## src/rtl/sync_debounce_if.sv

```systemverilog
// Board-input conditioner bus: raw inputs and sample strobe in,
// debounced levels and registered edge pulses out.
interface sync_debounce_if #(
  parameter int WIDTH = 4
);
  logic [WIDTH-1:0] i_in;
  logic             i_sample_en;
  logic [WIDTH-1:0] o_out;
  logic [WIDTH-1:0] o_rise;
  logic [WIDTH-1:0] o_fall;
  logic             o_any_edge;

  modport slave (
    input  i_in, i_sample_en,
    output o_out, o_rise, o_fall, o_any_edge
  );

  modport master (
    output i_in, i_sample_en,
    input  o_out, o_rise, o_fall, o_any_edge
  );
endinterface

```

## src/rtl/sync_debounce.sv

```systemverilog
// Multi-channel synchroniser + debounce filter with registered rise/fall
// pulses; one lane instance per channel, lanes fully independent.
module sync_debounce_lane #(
  parameter int STAGES    = 2,
  parameter int DEBOUNCE  = 4,
  parameter bit RESET_VAL = 1'b0
) (
  input  logic clk,
  input  logic rst,
  input  logic i_in,
  input  logic i_sample_en,
  output logic o_out,
  output logic o_rise,
  output logic o_fall
);
  localparam int            CW   = $clog2(DEBOUNCE + 1);
  localparam logic [CW-1:0] LAST = CW'(DEBOUNCE - 1);

  logic [STAGES-1:0] r_sync;
  logic [CW-1:0]     r_cnt;
  logic              r_out;
  logic              r_rise;
  logic              r_fall;
  logic              w_s;

  assign w_s = r_sync[STAGES-1];

  // Sync chain runs every cycle; the strobe only gates the debounce count.
  always_ff @(posedge clk or posedge rst) begin
    if (rst) r_sync <= {STAGES{RESET_VAL}};
    else     r_sync <= {r_sync[STAGES-2:0], i_in};
  end

  always_ff @(posedge clk or posedge rst) begin
    if (rst) begin
      r_cnt  <= '0;
      r_out  <= RESET_VAL;
      r_rise <= 1'b0;
      r_fall <= 1'b0;
    end else begin
      r_rise <= 1'b0;
      r_fall <= 1'b0;
      if (w_s == r_out) begin
        r_cnt <= '0;
      end else if (i_sample_en) begin
        if (r_cnt == LAST) begin
          r_out  <= w_s;
          r_cnt  <= '0;
          r_rise <= w_s;
          r_fall <= ~w_s;
        end else begin
          r_cnt <= r_cnt + 1'b1;
        end
      end
    end
  end

  assign o_out  = r_out;
  assign o_rise = r_rise;
  assign o_fall = r_fall;
endmodule

module sync_debounce #(
  parameter int WIDTH     = 4,
  parameter int STAGES    = 2,
  parameter int DEBOUNCE  = 4,
  parameter bit RESET_VAL = 1'b0
) (
  input  logic            clk,
  input  logic            rst,
  sync_debounce_if.slave  bus
);
  logic [WIDTH-1:0] w_out;
  logic [WIDTH-1:0] w_rise;
  logic [WIDTH-1:0] w_fall;

  for (genvar g = 0; g < WIDTH; g++) begin : g_lane
    sync_debounce_lane #(
      .STAGES    (STAGES),
      .DEBOUNCE  (DEBOUNCE),
      .RESET_VAL (RESET_VAL)
    ) u_lane (
      .clk         (clk),
      .rst         (rst),
      .i_in        (bus.i_in[g]),
      .i_sample_en (bus.i_sample_en),
      .o_out       (w_out[g]),
      .o_rise      (w_rise[g]),
      .o_fall      (w_fall[g])
    );
  end

  assign bus.o_out      = w_out;
  assign bus.o_rise     = w_rise;
  assign bus.o_fall     = w_fall;
  // Built only from registered pulses, so no path from raw inputs.
  assign bus.o_any_edge = |(w_rise | w_fall);
endmodule

```

## src/flat_wrapper.sv

```systemverilog
// flat-port wrapper written by rule: the top's interface ports become plain ports
module sync_debounce_flat 
#(
  parameter int WIDTH     = 4,
  parameter int STAGES    = 2,
  parameter int DEBOUNCE  = 4,
  parameter bit RESET_VAL = 1'b0
)
  (clk, rst, bus_i_in, bus_i_sample_en, bus_o_out, bus_o_rise, bus_o_fall, bus_o_any_edge);
  sync_debounce_if #(.WIDTH(WIDTH)) bus_i ();
  input  logic clk;
  input  logic rst;
  input wire logic [$bits(bus_i.i_in)-1:0] bus_i_in;
  input wire logic [$bits(bus_i.i_sample_en)-1:0] bus_i_sample_en;
  output wire logic [$bits(bus_i.o_out)-1:0] bus_o_out;
  output wire logic [$bits(bus_i.o_rise)-1:0] bus_o_rise;
  output wire logic [$bits(bus_i.o_fall)-1:0] bus_o_fall;
  output wire logic [$bits(bus_i.o_any_edge)-1:0] bus_o_any_edge;
  assign bus_i.i_in = bus_i_in;
  assign bus_i.i_sample_en = bus_i_sample_en;
  assign bus_o_out = bus_i.o_out;
  assign bus_o_rise = bus_i.o_rise;
  assign bus_o_fall = bus_i.o_fall;
  assign bus_o_any_edge = bus_i.o_any_edge;
  sync_debounce #(.WIDTH(WIDTH), .STAGES(STAGES), .DEBOUNCE(DEBOUNCE), .RESET_VAL(RESET_VAL)) u_core (.clk(clk), .rst(rst), .bus(bus_i));
endmodule
```

## config.mk

```make
export PLATFORM = sky130hd
export DESIGN_NAME = sync_debounce_flat
export DESIGN_NICKNAME = d
export VERILOG_FILES = /design/src/rtl/sync_debounce_if.sv /design/src/rtl/sync_debounce.sv /design/src/flat_wrapper.sv
export SDC_FILE = /design/constraint.sdc
export NUM_CORES = 1
export LEC_CHECK = 0
export CELL_PAD_IN_SITES_DETAIL_PLACEMENT = 0
export CELL_PAD_IN_SITES_GLOBAL_PLACEMENT = 2
export CORE_MARGIN = 2
export CORE_UTILIZATION = 35
export DETAILED_ROUTE_END_ITERATION = 8
export GPL_ROUTABILITY_DRIVEN = 0
export PLACE_DENSITY_LB_ADDON = 0.1
export SYNTH_ARGS = -nofsm -noshare
export SYNTH_HDL_FRONTEND = slang
export SYNTH_SLANG_ARGS = --single-unit
```

## constraint.sdc

```tcl
create_clock -name clk -period 1.45 [get_ports clk]
set_clock_uncertainty 0.1 [all_clocks]
set_input_delay 0.29 -clock clk [delete_from_list [all_inputs] [get_ports clk]]
set_output_delay 0.29 -clock clk [all_outputs]
set_load 0.005 [all_outputs]
```

==> impl_metrics.ini <==
[run_status]
status = finished, violations left
violations = setup timing

[critical_path]
end_kind = output pin
critical-path-top-delay-family = flip-flops
worstSetupStartpoint = u_core.g_lane[2].u_lane.o_fall
crit_slowest_cell = dfrtp_1
cp.arrival_ns = 1.22
r2r-start = u_core.g_lane[1].u_lane.r_cnt[0]
crit_fanout = 2
critPathMaxStageDelay_ns = 0.38
worst-setup-path-type = flop to output pin
cp-start-kind = flop
required_ns = 1.06
path_buf_inv = 2
crit_chain = nor4_2, buf_4, nand2_1, buf_2

[die]
core_um2 = 3740
num_io_pins = 20
die_h_um = 67.3
core.rowCount = 22
die_area_um2 = 4530
die_w_um = 67.3
initial_core_util_pct = 37.4

[cells_and_area]
design_area_um2 = 1770
drive_gt1_share_pct = 25.0
fin_nets = 154
fillers = 370
diodes = 0
final_cell_mix = 32 x dfrtp_1, 12 x buf_4, 10 x nand2b_1
area_delta_synth_final_pct = 26.6
layout_commonest_cell = dfrtp_1

[global_routing]
grt_pass1_wl_um = 4030
grtUsageTotal_pct = 12.3
use_met1_pct = 14.5
grt_overflow = 0
grt_pass1_vias = 907
busiest_layer = met2
grt_max_degree = 33
use_met2_pct = 19.9
grt_antenna_before_repair = 0
grt.met3_usage_pct = 5.00

[hold_path]
min_path_type = primary input to async pin

[route]
drc = 0
firstDrtPassIters = 2
wire_per_inst_um = 12.0
wl_um = 2300
vias = 890
post_drt_via_cell_ratio = 4.64
drt_iter0_drc = 11
final_antenna_net_count = 0

[timing]
min_period_ns = 1.61
setup-violations-final = 1
tightest_slew_ns = 0.316
post-route-period-util_pct = 111
tns_ns = -0.161
relSlewSlack_pct = 78.8
grt_setup_unrepaired = yes
max_freq_mhz = 621
finalHoldViolCount = 0
setup_ws_ns = -0.161
drv_slew = 0

[job]
timing.max_cap.violations = 0

[placed_design]
place_area_um2 = 1670
io_buffers = 19
dp_hpwl_um = 1620
pre_cts_slack_ns = -0.338

[power_and_ir_drop]
powerDensity_nw_per_um2 = 1360
ir_drop_v = 0.000488
p_leak_nw = 0.860

[synthesis]
synthMuxAreaShare_pct = 2.86
synth_simple_gate_area_share_pct = 21.1
syn-num-nets = 127
synth_xor_area_share_pct = 2.50
netlist_instances = 116
ys_async_sr_fraction_pct = 100
synthesis.area_um2 = 1400
synth_top_family_by_area = simple AND/OR/NAND/NOR gates
ys_types = 25
yosysSeqAreaShare_pct = 57.1
synth_fa_ha_area_share_pct = 3.57
yosysWarnings = 0
synth_compound_area_share_pct = 4.29
syn_area_per_cell_um2 = 12.1
ys_seq_elements = 32
synth-edff-count = 0
synth_flop_cell = dfrtp_1

[clock_tree]
clock_insertion_delay_worst_skew_ns = 0.28
cts-root-buf = clkbuf_8
clk_pin_slew_ns = 0.06
cts_buffers = 5
cts-hold-fix-buffers = 0
cts_buffer_depth = 2
cts_tree = yes
cts_sinks = 32
htreeDepth = 2
[power breakdown]
group / leakage, nW / internal, mW / total, mW / switching [mW]
sequential: 0.420 / 1.04 / 1.13 / 0.0948
clock: 0.0455 / 0.386 / 0.686 / 0.299
combinational: 0.394 / 0.334 / 0.596 / 0.262
total: 0.860 / 1.76 / 2.41 / 0.656
[per-stage QoR]
| step | total power [mW] | hold slack, ns | util, % | std cells |
|---|---|---|---|---|
| 2_1_floorplan | 1.57 | 0.221 | - | 116 |
| 4_1_cts | 2.46 | 0.250 | 47.3 | 193 |
| 3_3_place_gp | 1.73 | 0.234 | 44.5 | 182 |
| 6_report | 2.41 | 0.249 | 47.4 | 192 |
| 5_1_grt | 2.60 | 0.261 | 47.4 | 192 |
| 3_5_place_dp | 1.75 | 0.235 | 44.5 | 182 |
[final cells by class]
| type | count | area, µm² | share of cell area [%] |
|---|---|---|---|
| flip-flops and latches | 32 | 801 | 45.1 |
| multi-input cells | 67 | 502 | 28.3 |
| repair buffers | 34 | 310 | 17.5 |
| clock buffers | 8 | 90.1 | 5.08 |
| well taps | 48 | 60.1 | 3.39 |
| inverters | 3 | 11.3 | 0.635 |
[kinds of logic (layout without fill, tap and decap cells)]
group | after synthesis | in the layout
mux | 3 | 3
compound gates | 11 | 11
simple gates | 45 | 45
flops | 32 | 32
buf+inv | 17 | 45
xor+xnor | 4 | 4
fa+ha+maj | 4 | 4
[Yosys cell counts (all sizes together), types with 3 or more instances]
cell     n  area, µm²
dfrtp   32        801
buf     14        109
nand2b  10       62.6
nand2    9       46.3
a21oi    7       35.0
nor2     7       28.8
ha       4       50.1
nand3b   4       42.5
nor4     4       25.0
nor4b    4       47.6
xnor2    4       35.0
inv      3       11.3
nand3    3       15.0
[per-layer routing]
| metal | vias to the layer above | wire, µm | part of all wire, % |
|---|---|---|---|
| met1 | 437 | 985 | 43 |
| met3 | 5 | 96 | 4.2 |
| met2 | 14 | 1180 | 51 |
| li1 | 434 | - | - |
| met4 | 0 | 44 | 1.9 |
| met5 | - | 0 | 0 |
[sequential cells by signal, summed over array words and instances, names as in the netlist]
name and count:
u_core.g_lane.u_lane.o_rise 4, u_core.g_lane.u_lane.r_cnt 12, u_core.g_lane.u_lane.o_out 4, u_core.g_lane.u_lane.r_sync 8, u_core.g_lane.u_lane.o_fall 4
[tightest hold or removal path: stages]
cell,delay (ns)
clkdlybuf4s50_1,0.40
inv_1,0.09
buf_12,0.20
[worst paths after layout]
path / endpoint / slack [ns] / depth (start not counted)
min in group clk: u_core.g_lane[1].u_lane.r_sync[1] / 0.25 / 0
hold reg to reg: u_core.g_lane[1].u_lane.r_sync[1] / 0.25 / 0
max in group asynchronous: u_core.g_lane[2].u_lane.o_fall / 0.82 / 3
setup / recovery: bus_o_any_edge / -0.16 / 4
setup reg to reg: u_core.g_lane[1].u_lane.o_rise / 0.18 / 4
hold / removal: u_core.g_lane[3].u_lane.r_cnt[1] / 0.25 / 3
[repair_timing]
action                                  4_1_cts  5_1_grt
pin swaps                                     1        1
gates resized for setup                      22        8
endpoints found under the setup margin       13        7
setup buffers                                 3        0
Note: power is estimated with default switching activity, not from simulation.
